--- config.mk ---
export PLATFORM = sky130hd
export DESIGN_NAME = pia_input_debounce_flat
export DESIGN_NICKNAME = d
export VERILOG_FILES = /design/src/rtl/pia_input_debounce_if.sv /design/src/rtl/pia_input_debounce.sv /design/src/flat_wrapper.sv
export SDC_FILE = /design/constraint.sdc
export NUM_CORES = 1
export LEC_CHECK = 0
export BUFFER_PORTS_ARGS = -buffer_cell sky130_fd_sc_hd__buf_2
export CORE_ASPECT_RATIO = 1.25
export CORE_UTILIZATION = 60
export CTS_BUF_LIST = sky130_fd_sc_hd__clkbuf_8
export CTS_CLUSTER_DIAMETER = 100
export DETAILED_ROUTE_END_ITERATION = 16
export PLACE_DENSITY = 0.81
export SYNTH_ARGS = -nofsm -noshare
export SYNTH_HDL_FRONTEND = slang
export SYNTH_SLANG_ARGS = --single-unit
--- constraint.sdc ---
create_clock -name clock -period 2.8 [get_ports clock]
set_input_delay 0.7 -clock clock [delete_from_list [all_inputs] [get_ports clock]]
set_output_delay 0.7 -clock clock [all_outputs]
set_load 0.02 [all_outputs]
--- src/rtl/pia_input_debounce_if.sv ---
// pia_input_debounce_if: switch-conditioning bus between the cabinet inputs and the PIA port A.
// The slave side is the debouncer. The master side drives raw_in/e_sync and observes the outputs.
interface pia_input_debounce_if #(
  parameter int unsigned WIDTH = 8
);

  logic             e_sync;
  logic [WIDTH-1:0] raw_in;
  logic [WIDTH-1:0] pa_in;
  logic             ca1;
  logic [WIDTH-1:0] changed;

  modport master (
    output e_sync,
    output raw_in,
    input  pa_in,
    input  ca1,
    input  changed
  );

  modport slave (
    input  e_sync,
    input  raw_in,
    output pa_in,
    output ca1,
    output changed
  );

endinterface

--- src/rtl/pia_input_debounce.sv ---
// pia_input_debounce: synchronizes and debounces cabinet switches for the mc6821 port A.
// It also raises a CA1 change strobe whenever any debounced bit updates.
// Optional build macro INPUT_INVERT_EN inverts raw_in ahead of the synchronizer,
// so that active-low switches read as active-high on pa_in.
module pia_input_debounce #(
  parameter int unsigned WIDTH          = 8,
  parameter int unsigned DEBOUNCE_TICKS = 16,
  parameter int unsigned STROBE_TICKS   = 4
) (
  input logic                 clock,
  input logic                 reset,
  pia_input_debounce_if.slave bus
);

  localparam int unsigned CNT_W = (DEBOUNCE_TICKS > 2) ? $clog2(DEBOUNCE_TICKS) : 1;
  localparam int unsigned STB_W = (STROBE_TICKS > 2) ? $clog2(STROBE_TICKS) : 1;
  localparam logic [CNT_W-1:0] DEB_LAST = CNT_W'(DEBOUNCE_TICKS - 1);
  localparam logic [STB_W-1:0] STB_LOAD = STB_W'(STROBE_TICKS - 1);

  typedef enum logic {
    ST_IDLE   = 1'b0,
    ST_ACTIVE = 1'b1
  } state_t;

  logic [WIDTH-1:0]            raw_cond;
  logic [WIDTH-1:0]            sync1_q;
  logic [WIDTH-1:0]            sync2_q;

  logic [WIDTH-1:0]            pa_q;
  logic [WIDTH-1:0]            pa_d;
  logic [WIDTH-1:0]            chg_q;
  logic [WIDTH-1:0]            chg_d;
  logic [WIDTH-1:0][CNT_W-1:0] cnt_q;
  logic [WIDTH-1:0][CNT_W-1:0] cnt_d;

  state_t                      state_q;
  state_t                      state_d;
  logic [STB_W-1:0]            stb_q;
  logic [STB_W-1:0]            stb_d;
  logic                        ca1_q;
  logic                        ca1_d;

  // Input polarity selection ahead of the first synchronizer stage.
`ifdef INPUT_INVERT_EN
  assign raw_cond = ~bus.raw_in;
`else
  assign raw_cond = bus.raw_in;
`endif

  // Two-flop synchronizer. It runs every clock and is not gated by e_sync.
  always_ff @(posedge clock or posedge reset) begin
    if (reset) begin
      sync1_q <= '0;
      sync2_q <= '0;
    end else begin
      sync1_q <= raw_cond;
      sync2_q <= sync1_q;
    end
  end

  // Per-bit debounce. A differing level must persist for DEBOUNCE_TICKS samples.
  // Any matching sample restarts the count.
  always_comb begin
    pa_d  = pa_q;
    chg_d = '0;
    cnt_d = cnt_q;
    if (bus.e_sync) begin
      for (int i = 0; i < int'(WIDTH); i++) begin
        if (sync2_q[i] == pa_q[i]) begin
          cnt_d[i] = '0;
        end else if (cnt_q[i] == DEB_LAST) begin
          pa_d[i]  = sync2_q[i];
          cnt_d[i] = '0;
          chg_d[i] = 1'b1;
        end else begin
          cnt_d[i] = cnt_q[i] + CNT_W'(1);
        end
      end
    end
  end

  // Debounced level, per-bit counters and the one-clock change pulse.
  always_ff @(posedge clock or posedge reset) begin
    if (reset) begin
      pa_q  <= '0;
      chg_q <= '0;
      cnt_q <= '0;
    end else begin
      pa_q  <= pa_d;
      chg_q <= chg_d;
      cnt_q <= cnt_d;
    end
  end

  // Strobe FSM next state. A change always wins over terminal count, so a
  // retrigger reloads the hold time and never opens a low gap on ca1.
  always_comb begin
    state_d = state_q;
    stb_d   = stb_q;
    case (state_q)
      ST_IDLE: begin
        if (|chg_q) begin
          state_d = ST_ACTIVE;
          stb_d   = STB_LOAD;
        end
      end
      ST_ACTIVE: begin
        if (|chg_q) begin
          stb_d = STB_LOAD;
        end else if (bus.e_sync) begin
          if (stb_q == '0) begin
            state_d = ST_IDLE;
          end else begin
            stb_d = stb_q - STB_W'(1);
          end
        end
      end
      default: begin
        state_d = ST_IDLE;
        stb_d   = '0;
      end
    endcase
    ca1_d = (state_d == ST_ACTIVE);
  end

  // Strobe FSM state register, with ca1 registered alongside the state.
  always_ff @(posedge clock or posedge reset) begin
    if (reset) begin
      state_q <= ST_IDLE;
      stb_q   <= '0;
      ca1_q   <= 1'b0;
    end else begin
      state_q <= state_d;
      stb_q   <= stb_d;
      ca1_q   <= ca1_d;
    end
  end

  assign bus.pa_in   = pa_q;
  assign bus.changed = chg_q;
  assign bus.ca1     = ca1_q;

endmodule

--- src/flat_wrapper.sv ---
// flat-port wrapper written by rule: the top's interface ports become plain ports
module pia_input_debounce_flat 
#(
  parameter int unsigned WIDTH          = 8,
  parameter int unsigned DEBOUNCE_TICKS = 16,
  parameter int unsigned STROBE_TICKS   = 4
)
  (clock, reset, bus_e_sync, bus_raw_in, bus_pa_in, bus_ca1, bus_changed);
  pia_input_debounce_if #(.WIDTH(WIDTH)) bus_i ();
  input logic clock;
  input logic reset;
  input wire logic [$bits(bus_i.e_sync)-1:0] bus_e_sync;
  input wire logic [$bits(bus_i.raw_in)-1:0] bus_raw_in;
  output wire logic [$bits(bus_i.pa_in)-1:0] bus_pa_in;
  output wire logic [$bits(bus_i.ca1)-1:0] bus_ca1;
  output wire logic [$bits(bus_i.changed)-1:0] bus_changed;
  assign bus_i.e_sync = bus_e_sync;
  assign bus_i.raw_in = bus_raw_in;
  assign bus_pa_in = bus_i.pa_in;
  assign bus_ca1 = bus_i.ca1;
  assign bus_changed = bus_i.changed;
  pia_input_debounce #(.WIDTH(WIDTH), .DEBOUNCE_TICKS(DEBOUNCE_TICKS), .STROBE_TICKS(STROBE_TICKS)) u_core (.clock(clock), .reset(reset), .bus(bus_i));
endmodule
==> impl_metrics.py <==
metrics = {
    "run_status": {
        "status": "complete, no violations",
    },
    "final_layout": {
        "stdcell_count": 366,
        "utilization_pct": 70.6,
        "fin_nets": 321,
        "syn_to_final_growth_pct": 13.5,
        "drive_gt1_share_pct": 21.6,
        "num-fill-cells": 350,
        "final_area_mm2": 0.00334,
        "diodes": 0,
    },
    "critical_path": {
        "cp.arrival_ps": 2090,
        "worstPathCellList": "buf_2 > clkinv_1 > o31ai_1 > o31ai_1",
        "crit_path_top_delay_cell": "clkinv_1",
        "cp-endpoint": "u_core.bus.pa_in[6]",
        "timing.rr.end": "u_core.stb_q[1]",
        "reg2reg_slack_ps": 1450,
        "worstReg2RegStart": "u_core.bus.changed[5]",
        "reg2regPathDepth": 3,
        "critical_path_class": "input pin to register",
        "required_ps": 3020,
        "crit_path_end_kind": "register",
        "cpPeakStageDelay_ps": 560,
        "crit_fanout": 21,
        "start_kind": "input pin",
        "worstSetupStartpoint": "bus_e_sync",
        "crit_top_cell": "o31ai_1",
    },
    "floorplanning": {
        "die_height_um": 80.3,
        "die_x_um": 64.6,
        "dieArea_mm2": 0.00519,
        "boundaryPins": 28,
        "num_rows": 28,
        "start_util_pct": 62.2,
        "core_area_mm2": 0.00473,
    },
    "synthesis": {
        "netlist_area_mm2": 0.00294,
        "synth_seq_area_share_pct": 57.0,
        "synthArstFlopShare_pct": 100,
        "avgSynthCellArea_um2": 11.1,
        "syn_nets": 286,
        "syn-instance-count": 266,
        "synth-edff-count": 0,
        "yosysTopAreaCellShare_pct": 57.0,
        "yosysUniqueCellTypes": 33,
        "synth.largest_area_cell": "dfrtp_1",
        "synth_most_common_cell": "dfrtp_1",
        "synth_top_cells_by_count": "dfrtp_1 (67), nand2_1 (26), inv_1 (24), nand3_1 (24), a21oi_1 (11)",
        "ys_warn_count": 0,
        "ys_ff_latch": 67,
        "ys_top_cells_by_area": "dfrtp_1 (57%), nand3_1 (4.1%), ha_1 (3.8%)",
        "ys.flop_type": "dfrtp_1",
    },
    "clock_tree": {
        "clkSlewWorstSetupHoldPaths_ps": 70,
        "clkLatencyLatePin_ps": 340,
        "clock_path_buffers": 2,
        "root_buffer": "clkbuf_8",
        "post_cts_resized": 0,
        "postCtsSetupRepairBufs": 0,
        "tritoncts": "done",
        "postCtsHoldBufs": 0,
        "cts.sinks": 67,
        "cts_made_buffers": 9,
        "htreeDepth": 3,
    },
    "global_route": {
        "grt_util_all_layers_pct": 22.6,
        "grt_pass1_vias": 1989,
        "grt_max_degree": 29,
        "grt_pass1_wl_um": 8660,
        "grt-ovfl-total": 0,
        "antenna_found_initial": 0,
    },
    "place": {
        "dp.final_hpwl_um": 3480,
        "routabilityCongestion": 0.815,
        "place_area_mm2": 0.00314,
        "io_buffers": 27,
        "pre_cts_ws_ps": 587,
        "dp.cells": 350,
    },
    "drt": {
        "drt_wl_total_um": 5120,
        "ant_nets": 0,
        "routedWlPerCell_um": 14.0,
        "top_layer_used": "met4",
        "dr_wl_met3_um": 214,
        "drc": 0,
        "met1_length_um": 2200,
        "met2_length_um": 2630,
        "vias_per_cell": 5.73,
        "drtPass1Iterations": 4,
        "drtIter0Drc": 160,
        "vias": 2098,
    },
    "power_and_ir_drop": {
        "switching_share_pct": 27.6,
        "p_seq_share_pct": 51.7,
        "p_comb_share_pct": 13.6,
        "p_switching_uw": 619,
        "internal_power_mw": 1.62,
        "pwr-share-clk_pct": 34.7,
        "p_leak_nw": 1.64,
        "p_per_area_mw_per_mm2": 672,
        "p_total_mw": 2.24,
        "worst_ir_drop_vdd_v": 0.000712,
    },
    "timing": {
        "rsz0062_at_grt": "no",
        "tightestPinTransition_ps": 597,
        "setup_violations": 0,
        "tns_ps": 0,
        "layout_setup_ws_ps": 933,
        "finalHoldViolCount": 0,
        "relSlewSlack_pct": 60.2,
        "worst_hold_slack_ps": 347,
        "drv_slew": 0,
        "period_minus_slack_ps": 1870,
        "max_freq_ghz": 0.536,
        "fin_crit_sh_pct": 66.7,
        "fin_skew_ps": 7.21,
    },
    "run": {
        "cap_violations": 0,
    },
    "hold_path": {
        "whs_path_depth": 0,
        "hp-class": "register to register",
    },
}
-- power groups by stage --
stage	Clock [mW]	Combinational [mW]	Sequential, mW
2_1_floorplan	0	0.236	1.16
3_3_place_gp	0	0.287	1.17
3_5_place_dp	0	0.304	1.17
4_1_cts	0.792	0.306	1.16
5_1_grt	0.829	0.350	1.17
6_report	0.778	0.305	1.16
-- sequential cells by signal, indices dropped and copies added (netlist names) --
name and count:
u_core.bus.changed 8, u_core.bus.pa_in 8, u_core.cnt_q 32, u_core.state_q 1
u_core.stb_q 2, u_core.sync1_q 8, u_core.sync2_q 8
-- critical path, delay by kind of cell --
| kind | cells | cell delay [ps] |
|---|---|---|
| buf+inv | 2 | 860 |
| compound gates | 2 | 500 |
-- cells in the final DEF (no fill, tap or decap), types with 9 or more instances in the layout --
master,count
ha_1,9
o21ai_0,10
inv_1,24
dfrtp_1,67
clkbuf_8,10
xor2_1,9
nor2_1,9
nand2_1,26
a21oi_1,11
nand3_1,24
buf_2,27
-- per-layer routing --
layer  GRT usage [%]  up-vias
li1                -     1013
met1            26.4     1035
met2            37.5       44
met3            6.82        6
met4            11.1        0
met5               0        -
-- worst min-delay path by stage --
stage                                  from           endpoint
after floorplan           u_core.sync1_q[0]  u_core.sync2_q[0]
after global placement    u_core.sync1_q[0]  u_core.sync2_q[0]
after detailed placement  u_core.sync1_q[5]  u_core.sync2_q[5]
after CTS                 u_core.sync1_q[7]  u_core.sync2_q[7]
after global routing      u_core.sync1_q[0]  u_core.sync2_q[0]
final                     u_core.sync1_q[7]  u_core.sync2_q[7]
-- area by class of cell --
class	count	area [um2]	area share, %
clock buffer	10	138	4.12
tap	60	75.1	2.25
sequential	67	1680	50.2
clock inverter	6	56.3	1.69
timing repair buffer	30	158	4.72
inverter	29	109	3.26
multi-input combinational	164	1130	33.7
-- kinds of logic after synthesis --
logic type               count (synthesis)  share of synthesized area [%]
AND/OR/NAND/NOR                         80                           14.1
flip-flops                              67                           57.0
AO/OA/AOI/OAI                           49                           11.7
buffers and inverters                   35                           4.68
multiplexers                            14                           5.06
XOR/XNOR                                12                           3.57
adder cells (fa/ha/maj)                  9                           3.83
(Power assumes the default switching activity.)
